$ cat src/rtl/matrix_scanner_pkg.sv
// Shared types and helpers for the keypad matrix scanner.
// Holds the FSM state encoding and the column-priority helper.
package matrix_scanner_pkg;

  typedef enum logic [1:0] {
    SCAN,
    DEBOUNCE,
    HELD,
    RELEASE
  } state_t;

  localparam int MAX_COLS = 32;

  // Index of the lowest low (pressed) column among the first n bits; 0 if none.
  function automatic int lowest_low_col(input logic [MAX_COLS-1:0] v, input int n);
    int idx;
    idx = 0;
    for (int i = MAX_COLS - 1; i >= 0; i--) begin
      if (i < n && !v[i]) idx = i;
    end
    return idx;
  endfunction

  function automatic int max3(input int a, input int b, input int c);
    int m;
    m = (a > b) ? a : b;
    return (m > c) ? m : c;
  endfunction

endpackage

$ cat src/rtl/matrix_scanner_if.sv
// Keypad-side and decoder-side signals of the matrix scanner.
// The scanner uses the master view; keypad model / consumer use the slave view.
interface matrix_scanner_if #(
  parameter int NROWS = 4,
  parameter int NCOLS = 4
);
  localparam int KW = $clog2(NROWS * NCOLS);

  logic [NCOLS-1:0] cols;
  logic [NROWS-1:0] rows;
  logic [KW-1:0]    key_code;
  logic             key_valid;
  logic             key_held;

  modport master (
    input  cols,
    output rows, key_code, key_valid, key_held
  );

  modport slave (
    output cols,
    input  rows, key_code, key_valid, key_held
  );

endinterface

$ cat src/rtl/matrix_scanner_sync2.sv
// Two-flop synchronizer for asynchronous inputs, parametrised width.
// Resets to all-ones so an active-low bus reads as idle out of reset.
module sync2 #(
  parameter int W = 1
) (
  input  logic         clk,
  input  logic         reset,
  input  logic [W-1:0] d,
  output logic [W-1:0] q
);

  logic [W-1:0] meta;

  // NOTE: flops use non-blocking assignments so meta->q forms a real two-stage pipeline.
  always_ff @(posedge clk or negedge reset) begin
    if (!reset) begin
      meta <= '1;
      q    <= '1;
    end else begin
      meta <= d;
      q    <= meta;
    end
  end

endmodule

$ cat src/rtl/matrix_scanner.sv
// Keypad matrix scanner: row strobing, debounce, single-key lockout and
// optional auto-repeat, producing a linear key code with a one-cycle strobe.
module matrix_scanner
  import matrix_scanner_pkg::*;
#(
  parameter int NROWS           = 4,
  parameter int NCOLS           = 4,
  parameter int SCAN_DIV        = 2400,
  parameter int DEBOUNCE_CYCLES = 20,
  parameter int REPEAT_CYCLES   = 0
) (
  input  logic              clk,
  input  logic              reset,
  matrix_scanner_if.master  bus
);

  localparam int KW  = $clog2(NROWS * NCOLS);
  localparam int RW  = $clog2(NROWS);
  localparam int CLW = $clog2(NCOLS);
  localparam int CW  = $clog2(max3(SCAN_DIV, DEBOUNCE_CYCLES, REPEAT_CYCLES));

  localparam logic [CW-1:0] SCAN_LAST = CW'(SCAN_DIV - 1);
  localparam logic [CW-1:0] DB_LAST   = CW'(DEBOUNCE_CYCLES - 1);
  localparam logic [CW-1:0] REP_LAST  = CW'((REPEAT_CYCLES > 0) ? REPEAT_CYCLES - 1 : 0);
  localparam logic [RW-1:0] ROW_LAST  = RW'(NROWS - 1);

  logic [NCOLS-1:0] cs;

  state_t          state, state_d;
  logic [RW-1:0]   row, row_d, row_inc;
  logic [CLW-1:0]  col, col_d;
  logic [CW-1:0]   cnt, cnt_d;
  logic [CW-1:0]   rep, rep_d;
  logic [KW-1:0]   key_code_q, key_code_d;
  logic            key_valid_q, key_valid_d;
  logic            col_low;

  sync2 #(.W(NCOLS)) u_sync (
    .clk   (clk),
    .reset (reset),
    .d     (bus.cols),
    .q     (cs)
  );

  always_ff @(posedge clk or negedge reset) begin
    if (!reset) begin
      state       <= SCAN;
      row         <= '0;
      col         <= '0;
      cnt         <= '0;
      rep         <= '0;
      key_code_q  <= '0;
      key_valid_q <= 1'b0;
    end else begin
      state       <= state_d;
      row         <= row_d;
      col         <= col_d;
      cnt         <= cnt_d;
      rep         <= rep_d;
      key_code_q  <= key_code_d;
      key_valid_q <= key_valid_d;
    end
  end

  assign col_low = ~cs[col];
  assign row_inc = (row == ROW_LAST) ? '0 : row + 1'b1;

  always_comb begin
    // NOTE: every output of this block gets a default first, so no path can infer a latch.
    state_d     = state;
    row_d       = row;
    col_d       = col;
    cnt_d       = cnt;
    rep_d       = rep;
    key_code_d  = key_code_q;
    key_valid_d = 1'b0;

    case (state)
      SCAN: begin
        if (cnt == SCAN_LAST) begin
          cnt_d = '0;
          if (&cs) begin
            row_d = row_inc;
          end else begin
            col_d   = CLW'(lowest_low_col(MAX_COLS'(cs), NCOLS));
            state_d = DEBOUNCE;
          end
        end else begin
          cnt_d = cnt + 1'b1;
        end
      end

      DEBOUNCE: begin
        if (!col_low) begin
          state_d = SCAN;
          row_d   = row_inc;
          cnt_d   = '0;
        end else if (cnt == DB_LAST) begin
          state_d     = HELD;
          cnt_d       = '0;
          rep_d       = '0;
          key_code_d  = KW'(int'(row) * NCOLS + int'(col));
          key_valid_d = 1'b1;
        end else begin
          cnt_d = cnt + 1'b1;
        end
      end

      HELD: begin
        // Only the captured column is watched; other keys are locked out.
        if (!col_low) begin
          state_d = RELEASE;
          cnt_d   = '0;
        end else if (REPEAT_CYCLES > 0) begin
          if (rep == REP_LAST) begin
            rep_d       = '0;
            key_valid_d = ~key_valid_q;
          end else begin
            rep_d = rep + 1'b1;
          end
        end
      end

      RELEASE: begin
        // A returning low is contact bounce: resume holding, repeat phase intact.
        if (col_low) begin
          state_d = HELD;
        end else if (cnt == DB_LAST) begin
          state_d = SCAN;
          row_d   = row_inc;
          cnt_d   = '0;
        end else begin
          cnt_d = cnt + 1'b1;
        end
      end

      default: state_d = SCAN;
    endcase
  end

  assign bus.rows      = NROWS'(1) << row;
  assign bus.key_code  = key_code_q;
  assign bus.key_valid = key_valid_q;
  assign bus.key_held  = (state == HELD) || (state == RELEASE);

endmodule

$ cat src/flat_wrapper.sv
// flat-port wrapper written by rule: the top's interface ports become plain ports
module matrix_scanner_flat import matrix_scanner_pkg::*;
#(
  parameter int NROWS           = 4,
  parameter int NCOLS           = 4,
  parameter int SCAN_DIV        = 2400,
  parameter int DEBOUNCE_CYCLES = 20,
  parameter int REPEAT_CYCLES   = 0
)
  (clk, reset, bus_cols, bus_rows, bus_key_code, bus_key_valid, bus_key_held);
  matrix_scanner_if #(.NROWS(NROWS), .NCOLS(NCOLS)) bus_i ();
  input  logic clk;
  input  logic reset;
  input wire logic [$bits(bus_i.cols)-1:0] bus_cols;
  output wire logic [$bits(bus_i.rows)-1:0] bus_rows;
  output wire logic [$bits(bus_i.key_code)-1:0] bus_key_code;
  output wire logic [$bits(bus_i.key_valid)-1:0] bus_key_valid;
  output wire logic [$bits(bus_i.key_held)-1:0] bus_key_held;
  assign bus_i.cols = bus_cols;
  assign bus_rows = bus_i.rows;
  assign bus_key_code = bus_i.key_code;
  assign bus_key_valid = bus_i.key_valid;
  assign bus_key_held = bus_i.key_held;
  matrix_scanner #(.NROWS(NROWS), .NCOLS(NCOLS), .SCAN_DIV(SCAN_DIV), .DEBOUNCE_CYCLES(DEBOUNCE_CYCLES), .REPEAT_CYCLES(REPEAT_CYCLES)) u_core (.clk(clk), .reset(reset), .bus(bus_i));
endmodule
$ cat config.mk
export PLATFORM = sky130hd
export DESIGN_NAME = matrix_scanner_flat
export DESIGN_NICKNAME = d
export VERILOG_FILES = /design/src/rtl/matrix_scanner_pkg.sv /design/src/rtl/matrix_scanner_if.sv /design/src/rtl/matrix_scanner_sync2.sv /design/src/rtl/matrix_scanner.sv /design/src/flat_wrapper.sv
export SDC_FILE = /design/constraint.sdc
export NUM_CORES = 1
export LEC_CHECK = 0
export CAP_MARGIN = 20
export CORE_AREA = 2 2 65 92
export DETAILED_ROUTE_END_ITERATION = 6
export DIE_AREA = 0 0 67 94
export GPL_TIMING_DRIVEN = 0
export PLACE_DENSITY_LB_ADDON = 0.2
export SLEW_MARGIN = 20
export SYNTH_ARGS = -nofsm -noshare
export SYNTH_HDL_FRONTEND = slang
export SYNTH_SLANG_ARGS = --single-unit
$ cat constraint.sdc
create_clock -name clk -period 2.8 [get_ports clk]
set_clock_uncertainty 0.1 [all_clocks]
set_input_delay 0.28 -clock clk [delete_from_list [all_inputs] [get_ports clk]]
set_output_delay 0.28 -clock clk [all_outputs]
set_load 0.005 [all_outputs]
* Yosys cells after proc, flatten, opt, wreduce, memory -nomap -nowiden *
Index checks and enable logic that the tools add are counted.

word-level totals
  memories = 0
  memory bits (read-only) = 0
  RAM bits = 0
  bits in latches = 0
  output and inout port bits = 10
  input bits = 6
  register bits = 31
  word-level logic and storage cells = 69

operators by class
  multiply operators = 0
  muxes and demuxes = 30
  order comparisons = 1
  $add $sub $neg = 3
  divide/modulo/power cells = 0
  equality and inequality tests = 15
  shifts and indexed selects = 1
  reduce and logical (&&, ||, !) cells = 9
  bitwise operators = 2

operators by type and width
  cell                   number
  $mux 12                5
  $pmux 12 s4            1
  $mux 2                 17
  $add 12x1->12 const B  1
  $eq 12x12->1 const B   1
  $eq 12x5->1 const B    1
  $ne 2x1->1 const B     6
  $pmux 2 s4             1
  $eq 2x2->1 const B     3
  $pmux 2 s3             1
  $reduce_and 3->1       2
  $reduce_and 6->1       1
  $reduce_and 5->1       1
  $add 4x2->4            1
  $mux 1                 4
  $reduce_and 4->1       1
  $shl 1x2->4 const A    1
  $lt 2x3->1 const B     1
  $ne 3x1->1 const B     1
  $ne 3x3->1 const B     1
  $reduce_bool 3->1      1
  $add 2x1->2 const B    1
  $bmux 1 s2             1
  $eq 2x1->1 const B     1
  5 further kinds        6

* Logic depth before layout (Yosys ltp) *
Gate-level depths: netlist (run 1).

  word-level depth = 5
  gate-level depth with buffers = 7

* By module *
From an unflattened synthesis (run 1), not the netlist that was laid out.

second synthesis, totals
  cells, all modules = 139
  area total of the unflattened synthesis = 1,539.0 sq um

modules (own cells, without submodules)
  module          area an instance (sq um)  times used  cells each
  matrix_scanner  1,328.8                   1           131
  sync2           210.2                     1           8

* Least setup slack after synthesis (run 1) *
OpenSTA, ideal clock, no wires.

  path type = flip-flop to flip-flop
  start point = register u_core.cnt[0]
  end point = register u_core.row[0]
  period minus slack after synthesis = 2.035 ns
  arrival = 1.808 ns
  slack = 0.765 ns
  data required time = 2.572 ns
  stages on the path, launching flop included = 7
  cells stage by stage = dfrtp_1 -> ha_1 -> nand3_1 -> or3_1 -> buf_2 -> o32ai_2 -> mux2_1

on the way
  word-level cells in the longest chain between the ends = 3

ends and longest elaborated chain
  element                                             RTL line                                     RTL
  start: declaration                                  matrix_scanner.sv:32                         logic [CW-1:0] cnt, cnt_d;
  start signal: assignment                            matrix_scanner.sv:58                         cnt <= cnt_d;
  $eq 12x5->1 / $eq 12x12->1 (equally long branches)  matrix_scanner.sv:128, matrix_scanner.sv:80
  $ne 2x1->1 (no source line)                         --
  $reduce_and 6->1 (no source line) *                 --
  end signal: assignment                              matrix_scanner.sv:56                         row <= row_d;
  end: declaration                                    matrix_scanner.sv:30                         logic [RW-1:0] row, row_d, row_inc;

Mark *: on every way between the ends. The rest lies on a longest branch, timed or not.
A chain may end at the register's enable or synchronous reset.

* Final worst setup path (run 1) *
  start point = register u_core.cnt[0]
  end point = register u_core.row[1]

Same word-level chain as after synthesis.

==> impl_metrics.csv, run 1 <==
group,metric,value,unit
sta,max_freq,444,MHz
final_layout,final_core_utilization,35.7,%
clock_tree,cts_sinks,31,
synthesis,synth.avg_cell_area,11.5,µm²
power_and_ir_drop,power_density,476,mW/mm²
floorplanning,die_h,94,µm
final_layout,final_layout_size_suffix_gt1_share,18.4,%
final_layout,antenna_cells_inserted,0,
sta,hold_violations,0,
route,drt_wl_total,3340,µm
grt,first_global_vias,1233,
clock_tree,cts_inserted_buffers,5,
floorplanning,placementRows,32,
synthesis,synth_compound_gate_area_share,13.7,%
placed_design,buffer_ports.inserted,15,
sta,worst_pin_slew,0.690,ns
sta,worst_hold_slack,0.257,ns
floorplanning,starting_utilization_of_the_core_area,29.3,%
grt,grt_first_pass_wirelength,5720,µm
placed_design,place.gp.congestion,0.793,
synthesis,post_synthesis_cell_area,0.00159,mm²
synthesis,synth.lib_cells_used.distinct,44,
power_and_ir_drop,total_leakage_power,0.000804,µW
synthesis,ys_seq_area_share,49.3,%
final_layout,layout_common_cells,"dfrtp_1, clkdlybuf4s50_1, nor3_1",
grt,grt.overflow.total,0,
floorplanning,dieArea,0.00630,mm²
worst_setup_path,cp_data_required_time,2.86,ns
final_layout,finalNonFillerCells,231,
synthesis,mappedNetlistNets,150,
synthesis,post_synth_fa_ha_maj_area_fraction,3.93,%
clock_tree,clock_tree.htree_level_count,2,
worst_setup_path,critical_path.startpoint_type,"flip-flop",
synthesis,dominant_combinational_cell_family_by_area_after_synthesis,"simple AND/OR/NAND/NOR gates",
final_layout,nets,173,
placed_design,place_inst,222,
synthesis,proportion_of_synthesized_area_in_mux_cells,7.86,%
clock_tree,clock_tree.root_cell,"clkbuf_8",
route,route.antenna.remaining_nets,0,
clock_tree,cts_hold_buffers,1,
synthesis,synthesis.instances,139,
sta,layout_worst_path_cycle_share,80.4,%
run_status,run_status,"finished clean",
synthesis,yosys_register_bits,31,
job,timing.max_cap.violations,0,
worst_setup_path,worstPathMaxFanout,7,
sta,setup_violations,0,
sta,fin_tns_setup,0,ns
hold_path,hp-class,"flip-flop to flip-flop",
route,post_drt_wl_per_cell,14.5,µm
grt,tot_gr_track_use,12.0,%
route,drt_iter0_drc,36,
route,drt_pass1_iterations,4,
synthesis,post_synth_xor_area_fraction,4.40,%
clock_tree,clkSlewWorstSetupHoldPaths,0.07,ns
worst_setup_path,cp.arrival,2.31,ns
sta,timing_max_transition_violations_final,0,
floorplanning,core_region_area,0.00545,mm²
grt,grt_antenna_before_repair,0,
clock_tree,cts_tree,"built",
route,detail_route.vias_per_cell,5.05,
sta,slew_headroom,54.0,%
clock_tree,postcts_resize_cnt,0,
synthesis,yosys_warnings,0,
clock_tree,cts_max_path_buffers,2,
worst_setup_path,critical_path.endpoint_type,"flip-flop",
route,vias,1167,
floorplanning,io_pins,16,
grt,pin_count_of_the_biggest_net_entering_global_routing,32,
clock_tree,clk_latency,0.28,ns
sta,rsz0062_at_grt,"false",
worst_setup_path,timing_worst_setup_path_type,"flip-flop to flip-flop",
final_layout,area_grow_syn2layout,22.2,%
final_layout,layout_commonest_cell,"dfrtp_1",
power_and_ir_drop,peakVddDrop,0.164,mV
placed_design,place_hpwl,2490,µm
sta,final.min_clock_period,2.25,ns
floorplanning,chipWidth,67,µm
clock_tree,post_cts.repair.setup_buffers,0,
route,drcViolationCount,0,
synthesis,area_fraction_in_and_or_nand_and_nor_cells_after_synthesis,17.4,%
layout make-up:
type,instances,area [µm²]
plain buffers,6,26.3
clock buffers,5,68.8
clock inverters,3,43.8
fillers,572,3500
inverters,7,26.3
multi-input cells,95,754
flip-flops and latches,31,786
well taps,68,85.1
repair buffers,16,155
worst max-delay path, stage by stage (launching register included):
cell and delay [ns]:
dfrtp_1 0.45, ha_1 0.24, nand3_1 0.14, or3_1 0.36, buf_2 0.17, o32ai_2 0.32
mux2_1 0.35
Yosys cell counts (all sizes together):
master	count	share of area, %
a22oi	1	0.47
and4	3	1.6
nand4	1	0.39
a2bb2oi	1	0.55
xor2	8	4.4
and2	1	0.39
a22o	1	0.55
o32ai	2	1.6
nand2b	2	0.79
a41oi	1	0.55
mux2i	2	1.3
a21oi	1	0.31
inv	7	1.6
nor2b	1	0.39
nor4b	1	0.94
a211oi	3	1.4
a21boi	1	0.47
clkbuf	3	0.71
buf	3	0.94
nor4	3	1.6
nand3	5	1.9
o31ai	2	0.94
ha	5	3.9
or4b	1	0.63
dfrtp	23	36
o211ai	3	1.4
nand2	5	1.2
or3	5	2.3
o31a	1	0.55
mux4	1	1.4
and3	4	1.6
dfstp	8	13
o41ai	1	0.55
nor2	4	0.94
nor3	9	2.8
o2111ai	4	2.2
a311o	1	0.63
mux2	6	5.2
o21ai	5	1.6
power by group:
part	leakage (µW)	switching, µW	total, µW	internal (µW)
Clock	0.0000581	176	440	265
Sequential	0.000391	3.80	462	458
Combinational	0.000354	14.9	24.5	9.56
Total	0.000804	194	927	733
flip-flops by register name, indices dropped and copies added (netlist names), named ones only:
register / count
u_core.u_sync.meta: 4
u_core.state: 1
u_core.u_sync.q: 4
u_core.bus.key_code: 4
u_core.col: 2
u_core.bus.key_valid: 1
u_core.cnt: 12
u_core.row: 2
stage by stage:
stage	total power (µW)	setup WS (ns)	area (µm²)
final	927	0.549	1950
after global routing	968	0.337	1950
after CTS	938	0.527	1950
after detailed placement	495	0.561	1820
after global placement	494	0.566	1830
after floorplan	476	0.765	1590
final timing paths:
check,start,end,slack [ns],cells after the start
worst max register to register,u_core.cnt[0]$_DFFE_PN0P_,u_core.row[1]$_DFFE_PN0P_,0.55,6
max in group asynchronous,reset,u_core.cnt[8]$_DFFE_PN0P_,1.69,2
worst min register to register,u_core.u_sync.meta[3]$_DFF_PN1_,u_core.u_sync.q[3]$_DFF_PN1_,0.26,0
worst min-delay path,u_core.u_sync.meta[3]$_DFF_PN1_,u_core.u_sync.q[3]$_DFF_PN1_,0.26,0
worst max-delay path,u_core.cnt[0]$_DFFE_PN0P_,u_core.row[1]$_DFFE_PN0P_,0.55,6
min in group asynchronous,reset,u_core.cnt[5]$_DFFE_PN0P_,0.47,2
routing by layer:
metal / track usage, % / wire length (µm) / up-vias / share of wire [%]
met2: 22.1 / 1870 / 15 / 56
met4: 5.10 / 57 / 0 / 1.7
met3: 2.88 / 71 / 5 / 2.1
met1: 12.6 / 1340 / 580 / 40
met5: 0 / 0 / - / 0
li1: - / - / 567 / -
cells by family (layout without fill, tap and decap cells):
kind of cell,Yosys count,in the layout
fa+ha+maj,5,5
xor+xnor,8,8
mux,9,9
buf+inv,13,37
compound gates,28,28
flops,31,31
simple gates,45,45
Note: power is estimated with default switching activity, not from simulation.
==> inputs of run 2 (changes only) <==
==> constraint.sdc (replaced) <==
create_clock -name clk -period 2.17 [get_ports clk]
set_clock_uncertainty 0.1 [all_clocks]
set_input_delay 0.217 -clock clk [delete_from_list [all_inputs] [get_ports clk]]
set_output_delay 0.217 -clock clk [all_outputs]
set_load 0.005 [all_outputs]
==> run 2 against run 1 <==
Against the previous run:
- clock power grew 29%
- first-iteration DRC count grew 28%
- register-to-register slack lost 0.46 ns
- sequential share of layout area shrank 1.1 points
- power grew 29%
- worst hold slack lost 0.021 ns
- wire length grew 1.6%
- utilization grew 1.1 points
- global-route usage grew 0.096 points
- setup slack lost 0.46 ns
==> impl_metrics.csv, run 2 (synthesis gave the netlist of run 1 again) <==
group,metric,value,unit
run_status,run_status,"finished clean",
route,drcViolationCount,0,
clock_tree,clock_tree.root_cell,"clkbuf_8",
grt,grt_first_pass_wirelength,5730,µm
clock_tree,cts_max_path_buffers,2,
sta,hold_violations,0,
grt,pin_count_of_the_biggest_net_entering_global_routing,32,
worst_setup_path,critical_path.endpoint_type,"flip-flop",
grt,grt.overflow.total,0,
floorplanning,chipWidth,67,µm
hold_path,hp-class,"primary input to flip-flop",
route,drt_iter0_drc,46,
sta,layout_worst_path_cycle_share,96.1,%
clock_tree,cts_inserted_buffers,5,
worst_setup_path,cp_data_required_time,2.24,ns
worst_setup_path,cp.arrival,2.16,ns
worst_setup_path,timing_worst_setup_path_type,"flip-flop to flip-flop",
clock_tree,cts_sinks,31,
floorplanning,core_region_area,0.00545,mm²
final_layout,nets,176,
clock_tree,clk_latency,0.28,ns
placed_design,place_hpwl,2490,µm
floorplanning,dieArea,0.00630,mm²
floorplanning,starting_utilization_of_the_core_area,29.3,%
placed_design,buffer_ports.inserted,15,
clock_tree,clkSlewWorstSetupHoldPaths,0.07,ns
clock_tree,clock_tree.htree_level_count,2,
grt,grt_antenna_before_repair,0,
placed_design,placement.cell_area,0.00182,mm²
final_layout,area_grow_syn2layout,25.8,%
route,route.antenna.remaining_nets,0,
final_layout,largest_reg_flops,12,
hold_path,hold-path-cell-count,1,
sta,rsz0062_at_grt,"false",
worst_setup_path,worst-r2r-cell-count,4,
power_and_ir_drop,total_leakage_power,0.000828,µW
sta,max_freq,480,MHz
floorplanning,die_h,94,µm
route,drt_wl_total,3400,µm
final_layout,antenna_cells_inserted,0,
power_and_ir_drop,power_density,597,mW/mm²
job,timing.max_cap.violations,0,
final_layout,design_area,0.00200,mm²
sta,setup_violations,0,
floorplanning,placementRows,32,
final_layout,final_core_utilization,36.8,%
route,post_drt_wl_per_cell,14.5,µm
final_layout,final_layout_size_suffix_gt1_share,22.3,%
sta,final.min_clock_period,2.08,ns
grt,tot_gr_track_use,12.1,%
clock_tree,cts_tree,"built",
route,vias,1204,
floorplanning,io_pins,16,
grt,first_global_vias,1240,
worst_setup_path,r2r_slack,0.09,ns
sta,worst_hold_slack,0.236,ns
sta,worst_pin_slew,0.692,ns
final_layout,largest_register,"u_core.cnt",
worst_setup_path,critical_path.startpoint_type,"flip-flop",
power_and_ir_drop,peakVddDrop,0.216,mV
sta,slew_headroom,53.9,%
final_layout,finalNonFillerCells,234,
route,detail_route.vias_per_cell,5.15,
final_layout,layout_commonest_cell,"dfrtp_1",
route,drt_pass1_iterations,4,
placed_design,place.gp.congestion,0.793,
worst_setup_path,worstPathMaxFanout,9,
power_and_ir_drop,p_total,1200,µW
placed_design,place_inst,222,
final_layout,layout_common_cells,"dfrtp_1, clkdlybuf4s50_1, nor3_1",
sta,timing_max_transition_violations_final,0,
[run 2: cell count changes in the layout (fill, tap and decap cells not counted)]
cell      delta
nor4b_2      -1
buf_4        +3
clkbuf_1     -1
dfrtp_1      -2
nor4b_4      +1
ha_1         -1
ha_4         +1
clkbuf_2     +1
o32ai_2      -1
dfrtp_2      +2
o32ai_4      +1
[run 2: timing repair]
item	in CTS	in global routing
pin swaps	0	0
setup buffers	0	3
endpoints found under the setup margin	12	16
endpoints found under the hold margin	23	0
hold buffers	1	0
resized for setup	3	4
gates cloned	0	0
[run 2: routing by layer]
layer  GRT usage [%]  up-vias  share of wire [%]
met3            2.88        5                2.5
met4            5.10        0                1.7
met1            12.7      603                 39
li1                -      575                  -
met2            22.3       21                 57
met5               0        -                  0
[run 2: final timing paths]
path                                                 start                                  to
max                              u_core.cnt[5]$_DFFE_PN0P_  u_core.bus.key_code[1]$_DFFE_PN0P_
min                                            bus_cols[1]     u_core.u_sync.meta[1]$_DFF_PN1_
max reg2reg                      u_core.cnt[5]$_DFFE_PN0P_  u_core.bus.key_code[1]$_DFFE_PN0P_
min reg2reg                u_core.u_sync.meta[3]$_DFF_PN1_        u_core.u_sync.q[3]$_DFF_PN1_
max in group asynchronous                            reset           u_core.cnt[0]$_DFFE_PN0P_
min in group asynchronous                            reset           u_core.cnt[5]$_DFFE_PN0P_
[run 2: critical path, stage by stage, from the launching register on]
cell	delay (ns)
dfrtp_1	0.46
nor4b_4	0.36
nand3_2	0.26
or3_4	0.48
mux2_4	0.31
[run 2: final cells by class]
type,instances,area [µm²]
multi-input combinational,95,787
buffer,6,27.5
clock buffer,5,68.8
timing repair buffer,19,178
fill,570,3440
sequential,31,788
clock inverter,3,43.8
tap,68,85.1
inverter,7,26.3
[run 2: per-stage QoR]
stage	setup slack [ns]	setup TNS, ns
global route	0.000856	0
floorplan	0.135	0
CTS	0.00162	0
global placement	-0.0642	-0.126
finish	0.0852	0
detailed placement	-0.0688	-0.445
[run 2: power by group]
| group | total [µW] | internal (µW) | leakage, µW | switching, µW |
|---|---|---|---|---|
| clock | 569 | 342 | 0.0000581 | 228 |
| sequential | 596 | 591 | 0.000389 | 4.91 |
| combinational | 31.7 | 12.3 | 0.000380 | 19.4 |
| total | 1200 | 945 | 0.000828 | 252 |
